==> config.mk <==
export PLATFORM = sky130hd
export DESIGN_NAME = hazard_pipe_ctrl_flat
export DESIGN_NICKNAME = d
export VERILOG_FILES = /design/src/rtl/hazard_pipe_ctrl_if.sv /design/src/rtl/hazard_pipe_ctrl.sv /design/src/flat_wrapper.sv
export SDC_FILE = /design/constraint.sdc
export NUM_CORES = 1
export LEC_CHECK = 0
export CAP_MARGIN = 20
export CORE_MARGIN = 10
export CORE_UTILIZATION = 38
export DETAILED_ROUTE_END_ITERATION = 16
export MAX_ROUTING_LAYER = met4
export PLACE_DENSITY = 0.78
export SYNTH_ARGS = -nofsm -noshare
export SYNTH_HDL_FRONTEND = slang
export SYNTH_SLANG_ARGS = --single-unit
==> constraint.sdc <==
create_clock -name clk -period 2.01 [get_ports clk]
set_input_delay 0.402 -clock clk [delete_from_list [all_inputs] [get_ports clk]]
set_output_delay 0.402 -clock clk [all_outputs]
set_load 0.005 [all_outputs]
==> src/rtl/hazard_pipe_ctrl_if.sv <==
// hazard_pipe_ctrl_if: ID-stage request and pipeline-control response bundle for the hazard controller.
interface hazard_pipe_ctrl_if #(
    parameter int CTRL_W = 15,
    parameter int REG_W  = 5,
    parameter int CNT_W  = 16
);
    logic [CTRL_W-1:0] ctrl_id;
    logic [REG_W-1:0]  rs_id;
    logic [REG_W-1:0]  rt_id;
    logic [REG_W-1:0]  rd_id;
    logic              rs_eq_rt;
    logic              pc_write;
    logic              ifid_write;
    logic              ifid_flush;
    logic [1:0]        pc_sel;
    logic [CTRL_W-1:0] ex_ctrl;
    logic [CTRL_W-1:0] mem_ctrl;
    logic [CTRL_W-1:0] wb_ctrl;
    logic [REG_W-1:0]  ex_dst;
    logic [REG_W-1:0]  mem_dst;
    logic [REG_W-1:0]  wb_dst;
    logic [CNT_W-1:0]  stall_cnt;

    modport master (
        output ctrl_id, rs_id, rt_id, rd_id, rs_eq_rt,
        input  pc_write, ifid_write, ifid_flush, pc_sel, ex_ctrl, mem_ctrl, wb_ctrl,
        input  ex_dst, mem_dst, wb_dst, stall_cnt
    );

    modport slave (
        input  ctrl_id, rs_id, rt_id, rd_id, rs_eq_rt,
        output pc_write, ifid_write, ifid_flush, pc_sel, ex_ctrl, mem_ctrl, wb_ctrl,
        output ex_dst, mem_dst, wb_dst, stall_cnt
    );
endinterface

==> src/rtl/hazard_pipe_ctrl.sv <==
// hazard_pipe_ctrl: 5-stage MIPS control pipeline with stall-based RAW resolution and ID-stage branch/jump flush.
module hazard_pipe_ctrl #(
    parameter int CTRL_W = 15,
    parameter int REG_W  = 5,
    parameter int CNT_W  = 16
) (
    input logic              clk,
    input logic              rst_n,
    hazard_pipe_ctrl_if.slave bus
);
    logic [CTRL_W-1:0] ex_ctrl_q, ex_ctrl_d, mem_ctrl_q, mem_ctrl_d, wb_ctrl_q, wb_ctrl_d;
    logic [REG_W-1:0]  ex_dst_q, ex_dst_d, mem_dst_q, mem_dst_d, wb_dst_q, wb_dst_d;
    logic [CNT_W-1:0]  stall_cnt_q, stall_cnt_d;
    logic [REG_W-1:0]  dst_id;
    logic              use_rs, use_rt, hz_ex, hz_mem, stall, taken;

    always_comb begin
        dst_id      = bus.ctrl_id[3] ? (bus.ctrl_id[0] ? bus.rd_id : bus.rt_id) : '0;
        use_rs      = ~bus.ctrl_id[7];
        use_rt      = bus.ctrl_id[0] | bus.ctrl_id[4] | bus.ctrl_id[13];
        // $0 is hard-wired, so a zero destination never creates a dependence
        hz_ex       = ex_ctrl_q[3] & (ex_dst_q != '0) &
                      ((use_rs & (bus.rs_id == ex_dst_q)) | (use_rt & (bus.rt_id == ex_dst_q)));
        hz_mem      = mem_ctrl_q[3] & (mem_dst_q != '0) &
                      ((use_rs & (bus.rs_id == mem_dst_q)) | (use_rt & (bus.rt_id == mem_dst_q)));
        stall       = hz_ex | hz_mem;
        taken       = ~stall & ((bus.ctrl_id[5] & bus.rs_eq_rt) | (bus.ctrl_id[6] & ~bus.rs_eq_rt));
        ex_ctrl_d   = stall ? '0 : bus.ctrl_id;
        ex_dst_d    = stall ? '0 : dst_id;
        mem_ctrl_d  = ex_ctrl_q;
        mem_dst_d   = ex_dst_q;
        wb_ctrl_d   = mem_ctrl_q;
        wb_dst_d    = mem_dst_q;
        stall_cnt_d = (stall && (stall_cnt_q != '1)) ? stall_cnt_q + CNT_W'(1) : stall_cnt_q;
    end

    always_ff @(posedge clk) begin
        if (!rst_n) begin
            ex_ctrl_q   <= '0;
            mem_ctrl_q  <= '0;
            wb_ctrl_q   <= '0;
            ex_dst_q    <= '0;
            mem_dst_q   <= '0;
            wb_dst_q    <= '0;
            stall_cnt_q <= '0;
        end else begin
            ex_ctrl_q   <= ex_ctrl_d;
            mem_ctrl_q  <= mem_ctrl_d;
            wb_ctrl_q   <= wb_ctrl_d;
            ex_dst_q    <= ex_dst_d;
            mem_dst_q   <= mem_dst_d;
            wb_dst_q    <= wb_dst_d;
            stall_cnt_q <= stall_cnt_d;
        end
    end

    assign bus.pc_write   = ~stall;
    assign bus.ifid_write = ~stall;
    assign bus.ifid_flush = ~stall & (bus.ctrl_id[7] | taken);
    assign bus.pc_sel     = stall ? 2'b00 : bus.ctrl_id[7] ? 2'b10 : taken ? 2'b01 : 2'b00;
    assign bus.ex_ctrl    = ex_ctrl_q;
    assign bus.mem_ctrl   = mem_ctrl_q;
    assign bus.wb_ctrl    = wb_ctrl_q;
    assign bus.ex_dst     = ex_dst_q;
    assign bus.mem_dst    = mem_dst_q;
    assign bus.wb_dst     = wb_dst_q;
    assign bus.stall_cnt  = stall_cnt_q;
endmodule

==> src/flat_wrapper.sv <==
// flat-port wrapper written by rule: the top's interface ports become plain ports
module hazard_pipe_ctrl_flat 
#(
    parameter int CTRL_W = 15,
    parameter int REG_W  = 5,
    parameter int CNT_W  = 16
)
  (clk, rst_n, bus_ctrl_id, bus_rs_id, bus_rt_id, bus_rd_id, bus_rs_eq_rt, bus_pc_write, bus_ifid_write, bus_ifid_flush, bus_pc_sel, bus_ex_ctrl, bus_mem_ctrl, bus_wb_ctrl, bus_ex_dst, bus_mem_dst, bus_wb_dst, bus_stall_cnt);
  hazard_pipe_ctrl_if #(.CTRL_W(CTRL_W), .REG_W(REG_W), .CNT_W(CNT_W)) bus_i ();
  input logic clk;
  input logic rst_n;
  input wire logic [$bits(bus_i.ctrl_id)-1:0] bus_ctrl_id;
  input wire logic [$bits(bus_i.rs_id)-1:0] bus_rs_id;
  input wire logic [$bits(bus_i.rt_id)-1:0] bus_rt_id;
  input wire logic [$bits(bus_i.rd_id)-1:0] bus_rd_id;
  input wire logic [$bits(bus_i.rs_eq_rt)-1:0] bus_rs_eq_rt;
  output wire logic [$bits(bus_i.pc_write)-1:0] bus_pc_write;
  output wire logic [$bits(bus_i.ifid_write)-1:0] bus_ifid_write;
  output wire logic [$bits(bus_i.ifid_flush)-1:0] bus_ifid_flush;
  output wire logic [$bits(bus_i.pc_sel)-1:0] bus_pc_sel;
  output wire logic [$bits(bus_i.ex_ctrl)-1:0] bus_ex_ctrl;
  output wire logic [$bits(bus_i.mem_ctrl)-1:0] bus_mem_ctrl;
  output wire logic [$bits(bus_i.wb_ctrl)-1:0] bus_wb_ctrl;
  output wire logic [$bits(bus_i.ex_dst)-1:0] bus_ex_dst;
  output wire logic [$bits(bus_i.mem_dst)-1:0] bus_mem_dst;
  output wire logic [$bits(bus_i.wb_dst)-1:0] bus_wb_dst;
  output wire logic [$bits(bus_i.stall_cnt)-1:0] bus_stall_cnt;
  assign bus_i.ctrl_id = bus_ctrl_id;
  assign bus_i.rs_id = bus_rs_id;
  assign bus_i.rt_id = bus_rt_id;
  assign bus_i.rd_id = bus_rd_id;
  assign bus_i.rs_eq_rt = bus_rs_eq_rt;
  assign bus_pc_write = bus_i.pc_write;
  assign bus_ifid_write = bus_i.ifid_write;
  assign bus_ifid_flush = bus_i.ifid_flush;
  assign bus_pc_sel = bus_i.pc_sel;
  assign bus_ex_ctrl = bus_i.ex_ctrl;
  assign bus_mem_ctrl = bus_i.mem_ctrl;
  assign bus_wb_ctrl = bus_i.wb_ctrl;
  assign bus_ex_dst = bus_i.ex_dst;
  assign bus_mem_dst = bus_i.mem_dst;
  assign bus_wb_dst = bus_i.wb_dst;
  assign bus_stall_cnt = bus_i.stall_cnt;
  hazard_pipe_ctrl #(.CTRL_W(CTRL_W), .REG_W(REG_W), .CNT_W(CNT_W)) u_core (.clk(clk), .rst_n(rst_n), .bus(bus_i));
endmodule
==> flow_summary.yaml <==
worst_setup_path:
  arrival_ns: 2.08
  path_max_fanout: 4
  crit_cells: 8
  crit_family: "simple AND/OR/NAND/NOR gates"
  path_cells: "buf_6, xor2_1, nor4_1, a32oi_1, o22a_2, buf_6, nor3b_2, buf_2"
  critPathKind: "reg2out"
  start_kind: "register"
  endpoint_kind: "output port"
  critPathSlowestCell: "dfxtp_2"
  worstRegToRegCells: 9
  rr_startpoint: "u_core.bus.mem_dst[3]"
  critical_path.most_common_cell: "buf_6"
  cp_data_required_time_ns: 1.61
  cpPeakStageDelay_ns: 0.34
  path_buf_inv: 3
  r2r_slack_ns: -0.35
  rr_endpoint: "u_core.bus.stall_cnt[10]"
finish:
  final_core_util: 0.691
  syn_to_final_growth_pct: 77.5
  drive_above_1_share: 0.297
  num_antenna_cells: 0
  instances_no_fill: 536
  layout.nets: 466
floorplan:
  die-area_sq_mm: 0.0112
  core_sq_mm: 0.00721
  io_pins: 114
  die_w_um: 106
  num_rows: 31
  die_h_um: 106
  start_util: 0.390
global_route:
  grt_pass1_vias: 2679
  grt_max_degree: 31
  grt_pass1_wl_um: 14100
  grtUsageTotal: 0.159
  overflow: 0
  antenna_found_initial: 0
synth:
  synthTopCellsByArea: "dfxtp_1, and2_1, xor2_1"
  synth_top_area_cell: "dfxtp_1"
  yosys_warnings: 0
  synth-seq-area-share: 0.541
  synth.ff_latch_count: 76
  synthCells: 276
  syn-cell-area_sq_mm: 0.00281
  synth.distinct_cells: 34
  avgSynthCellArea_sq_um: 10.2
  synth_top_area_frac: 0.541
  syn_nets: 310
place:
  placed_cells: 503
  portBuffers: 113
  gp_congestion: 0.850
  hpwl_um: 6280
clock_network:
  cts_hold_buf: 0
  clock_latency_ns: 0.35
  cts_sinks: 76
  clockBufferDepth: 2
  clkTransAtPathRegs_ns: 0.09
  cts_tree: "done"
  htree_levels: 3
  cts_buffers: 9
  cts_root_buf: "clkbuf_8"
timing:
  maxSlewHeadroom: 0.679
  finClkSkew_ns: 0.0124
  max_freq_mhz: 403
  worst_pin_slew_ns: 0.481
  rsz0062_at_grt: "yes"
  fin_crit_sh: 1.23
  hold_ws_ns: 0.462
  finalSetupViolations: 37
  min_period_ns: 2.48
  hold_violations: 0
  setup_slack_ns: -0.468
  drv_slew: 0
detailed_routing:
  vias_per_cell: 4.86
  drt_wl_total_um: 9040
  ant_nets: 0
  via_count: 2604
  drc_errors: 0
  wire_per_inst_um: 16.9
  drtPass1Iterations: 4
  initialDrtViolationCount: 57
hold_path:
  whs_path_depth: 1
  hold_class: "reg2reg"
  hold_path_end: "u_core.bus.mem_ctrl[1]"
  worstHoldStart: "u_core.bus.ex_ctrl[1]"
pwr:
  p_per_area_mw_per_mm2: 624
  peakVddDrop_mv: 0.289
  p_leak_nw: 1.94
outcome:
  status: "complete, but fails checks"
  failed_checks: "negative setup slack"
job:
  cap_violations: 0
==> metrics by stage <==
stage	power [W]	setup TNS [ns]	instance area, sq um	setup slack, ns
finish	0.00311	-8.44	4990	-0.468
global placement	0.00193	-24.91	4230	-0.887
CTS	0.00311	-11.04	4820	-0.533
global route	0.00324	-11.42	4990	-0.550
floorplan	0.00171	0	2830	0.00221
detailed placement	0.00194	-26.81	4230	-0.938
==> placed cells by master, fill, tap and decap left out, drive strengths merged, types with 4 or more instances in the layout <==
master         synthesis  final
a21oi                 11     11
and2                  42     42
and3                  16     16
buf                    6     55
clkbuf                11      9
clkdlybuf4s50          0     99
dfxtp                 76     76
dlygate4sd2            0      7
inv                    6      8
mux2i                 10     10
nand2                  8      8
nand3                  9      9
nand4                  4      4
nor2                   8      8
nor4                   7      7
o21ai                  5      5
o31ai                  7      7
or4                   10     10
xor2                  18     18
==> layer usage <==
layer / wire length [um] / global-route usage / vias up / part of all wire
met5: 0 / - / - / 0
met4: 163 / 0.0725 / 0 / 0.018
met3: 550 / 0.0447 / 12 / 0.061
met2: 4480 / 0.260 / 92 / 0.49
met1: 3850 / 0.178 / 1226 / 0.43
li1: - / - / 1274 / -
==> flip-flops by register name, indices dropped and copies added (netlist names) <==
register,count
u_core.bus.stall_cnt,16
u_core.bus.ex_dst,5
u_core.bus.mem_dst,5
u_core.bus.wb_ctrl,15
u_core.bus.mem_ctrl,15
u_core.bus.ex_ctrl,15
u_core.bus.wb_dst,5
==> logic make-up after synthesis <==
| family | after synthesis | synth area share |
|---|---|---|
| flops | 76 | 0.541 |
| buf+inv | 23 | 0.0374 |
| compound gates | 31 | 0.0730 |
| mux | 10 | 0.0356 |
| simple gates | 115 | 0.246 |
| xor+xnor | 20 | 0.0623 |
| fa+ha+maj | 1 | 0.00445 |
==> cell type report <==
class | instances | area (sq um)
clock buffer | 9 | 124
multi-input combinational | 177 | 1510
timing repair buffer | 162 | 1610
inverter | 6 | 22.5
fill | 557 | 2230
sequential | 76 | 1530
tap | 99 | 124
clock inverter | 7 | 73.8
==> synth_stat cells <==
cell	n
dfxtp_1	76
and2_1	42
xor2_1	18
and3_1	16
a21oi_1	11
clkbuf_1	11
mux2i_1	10
or4_1	10
nand3_1	9
nand2_1	8
nor2_1	8
o31ai_1	7
inv_1	6
nor4_1	6
o21ai_0	5
nand4_1	4
buf_2	3
nand2b_1	3
or3_1	3
a32oi_1	2
buf_4	2
nor3b_1	2
o21a_1	2
xnor2_1	2
a2111oi_2	1
a21boi_0	1
buf_6	1
ha_1	1
nor2b_1	1
nor3_1	1
nor4_2	1
nor4b_1	1
o22a_1	1
o41ai_1	1
==> power by group <==
group / total, W / internal (W) / switching, W
Clock: 0.00117 / 0.000580 / 0.000593
Combinational: 0.000362 / 0.000228 / 0.000133
Sequential: 0.00158 / 0.00155 / 0.0000252
==> how the worst max path moves through the flow <==
stage                          start            end  slack (ns)
2_1_floorplan  u_core.bus.mem_dst[0]  bus_pc_sel[0]       0.002
3_3_place_gp            bus_rt_id[2]  bus_pc_sel[0]       -0.89
3_5_place_dp            bus_rt_id[4]  bus_pc_sel[1]       -0.94
4_1_cts         u_core.bus.ex_dst[3]  bus_pc_sel[0]       -0.53
5_1_grt         u_core.bus.ex_dst[3]  bus_pc_sel[0]       -0.55
6_report       u_core.bus.mem_dst[3]  bus_pc_sel[0]       -0.47
==> repair_timing <==
item,in CTS,in global routing
pin swaps,33,24
setup buffers,13,3
cloned,4,0
setup endpoints to repair,40,40
endpoints found under the hold margin,0,0
gates resized for setup,83,41
(Power assumes the default switching activity.)
==> variant: new RTL, same flow settings <==
`REG_W` is set to 5 in 3 places; all go to 10.
--- a/src/rtl/hazard_pipe_ctrl_if.sv
+++ b/src/rtl/hazard_pipe_ctrl_if.sv
@@ -3,3 +3,3 @@
     parameter int CTRL_W = 15,
-    parameter int REG_W  = 5,
+    parameter int REG_W  = 10,
     parameter int CNT_W  = 16
--- a/src/rtl/hazard_pipe_ctrl.sv
+++ b/src/rtl/hazard_pipe_ctrl.sv
@@ -3,3 +3,3 @@
     parameter int CTRL_W = 15,
-    parameter int REG_W  = 5,
+    parameter int REG_W  = 10,
     parameter int CNT_W  = 16
--- a/src/flat_wrapper.sv
+++ b/src/flat_wrapper.sv
@@ -4,3 +4,3 @@
     parameter int CTRL_W = 15,
-    parameter int REG_W  = 5,
+    parameter int REG_W  = 10,
     parameter int CNT_W  = 16
Ports: changed (6 resized); port bits go from 114 to 144. The function was not compared with the original's and may differ.
==> variant against the original RTL <==
Sequential cell count up 15; fmax down 6.3%; largest cell class unchanged; the run still ends with negative setup slack left; area after synthesis up 24%; cell area up 26%; clock power up 3%; routed wire length up 40%; total power up 18%; sequential power up 20%; worst setup slack worse by 0.17 ns.
==> variant: results (changes against the original RTL) <==
[critical_path]
timing.critical_path.slowest_cell_delay_ns = 0.53  ; +0.19 ns
crit_path_top_delay_cell = sky130_fd_sc_hd__or4_4
rr_startpoint = u_core.bus.mem_dst[2]$_SDFF_PN0_
critical_path_peak_fanout = 3  ; -1
endpoint_of_the_most_critical_register_to_register_path = u_core.bus.stall_cnt[3]$_SDFFE_PN0P_
timing.critical_path.arrival_ns = 2.24  ; +0.16 ns
timing.reg2reg.setup_slack_ns = -0.63  ; -0.28 ns
critical_path.startpoint = u_core.bus.mem_dst[0]$_SDFF_PN0_

[global_routing]
grt_pass1_vias = 3509  ; +31%
globalRouteTotalUtil_pct = 18.79  ; +2.8 points
grt_start_max_net_pins = 53  ; +71%

[detailed_routing]
routed_wire_length_per_instance_um = 18.73  ; +11%
drtIter0Drc = 134  ; +140%
detail_route.vias_per_cell = 4.981  ; +2.5%

[cells_and_area]
nonClockBufferCount = 226  ; +40%
buf_share_pct = 34.37  ; +2.2 points
post_route_cells_drive_above_1_share_pct = 31.39  ; +1.6 points
layout.filler_cells = 667  ; +20%
fin_area_um2 = 6286  ; +26%
multi_input_gate_share_of_the_layout_cell_area_pct = 30.59  ; +0.29 points

[sta]
layout_worst_path_cycle_share_pct = 131.6  ; +8.3 points
max_slew_margin_pct = 73.43  ; +5.5 points
setup-violations-final = 45  ; +22%
setup_ws_ns = -0.6354  ; -0.1671 ns

[clock_network]
clock-sinks = 91  ; +20%
cts.repair.resized = 95  ; +14%

[run_status]
violations_in_the_final_reports = negative setup slack
status = finished with violations

[place]
placed_cells = 634  ; +26%
placedInstanceArea_um2 = 5598  ; +32%
post_place_setup_slack_ns = -1.119  ; -0.1815 ns

[synth]
synth.yosys.seq_area_share_pct = 52.49  ; -1.7 points
ys_types = 38  ; +12%
synth_commonest_cells = sky130_fd_sc_hd__dfxtp_1, sky130_fd_sc_hd__and2_1, sky130_fd_sc_hd__xor2_1, sky130_fd_sc_hd__xnor2_1, sky130_fd_sc_hd__nor2_1

[hold_path]
hp-class = in -> reg

[power_and_ir_drop]
pg_clk_uw = 1210  ; +3%
p_int_uw = 2689  ; +14%

==> variant: cell count changes after synthesis, sizes merged, moves of 5 or more <==
cell and delta:
o31ai -5, dfxtp +15, nand3 +5, xor2 +6, and2 +23, xnor2 +16, and3 -16, nor2 +9
==> variant: cell families (layout without fill, tap and decap cells) <==
group	count (synthesis)	count (layout)	share of synthesized area [%]
AND/OR/NAND/NOR	138	138	23.47
flip-flops	91	91	52.49
XOR/XNOR	42	42	10.60
AO/OA/AOI/OAI	36	36	7.607
buffers and inverters	17	247	2.019
multiplexers	12	12	3.461
adder cells (fa/ha/maj)	1	1	0.3604
other	0	1	0
==> variant: routing by layer <==
metal / wire length, um / vias to the layer above / track usage [%]
met1: 5002 / 1592 / 20.51
li1: - / 1616 / -
met2: 6638 / 135 / 33.91
met5: 0 / - / -
met4: 249 / 0 / 5.490
met3: 771 / 24 / 3.566
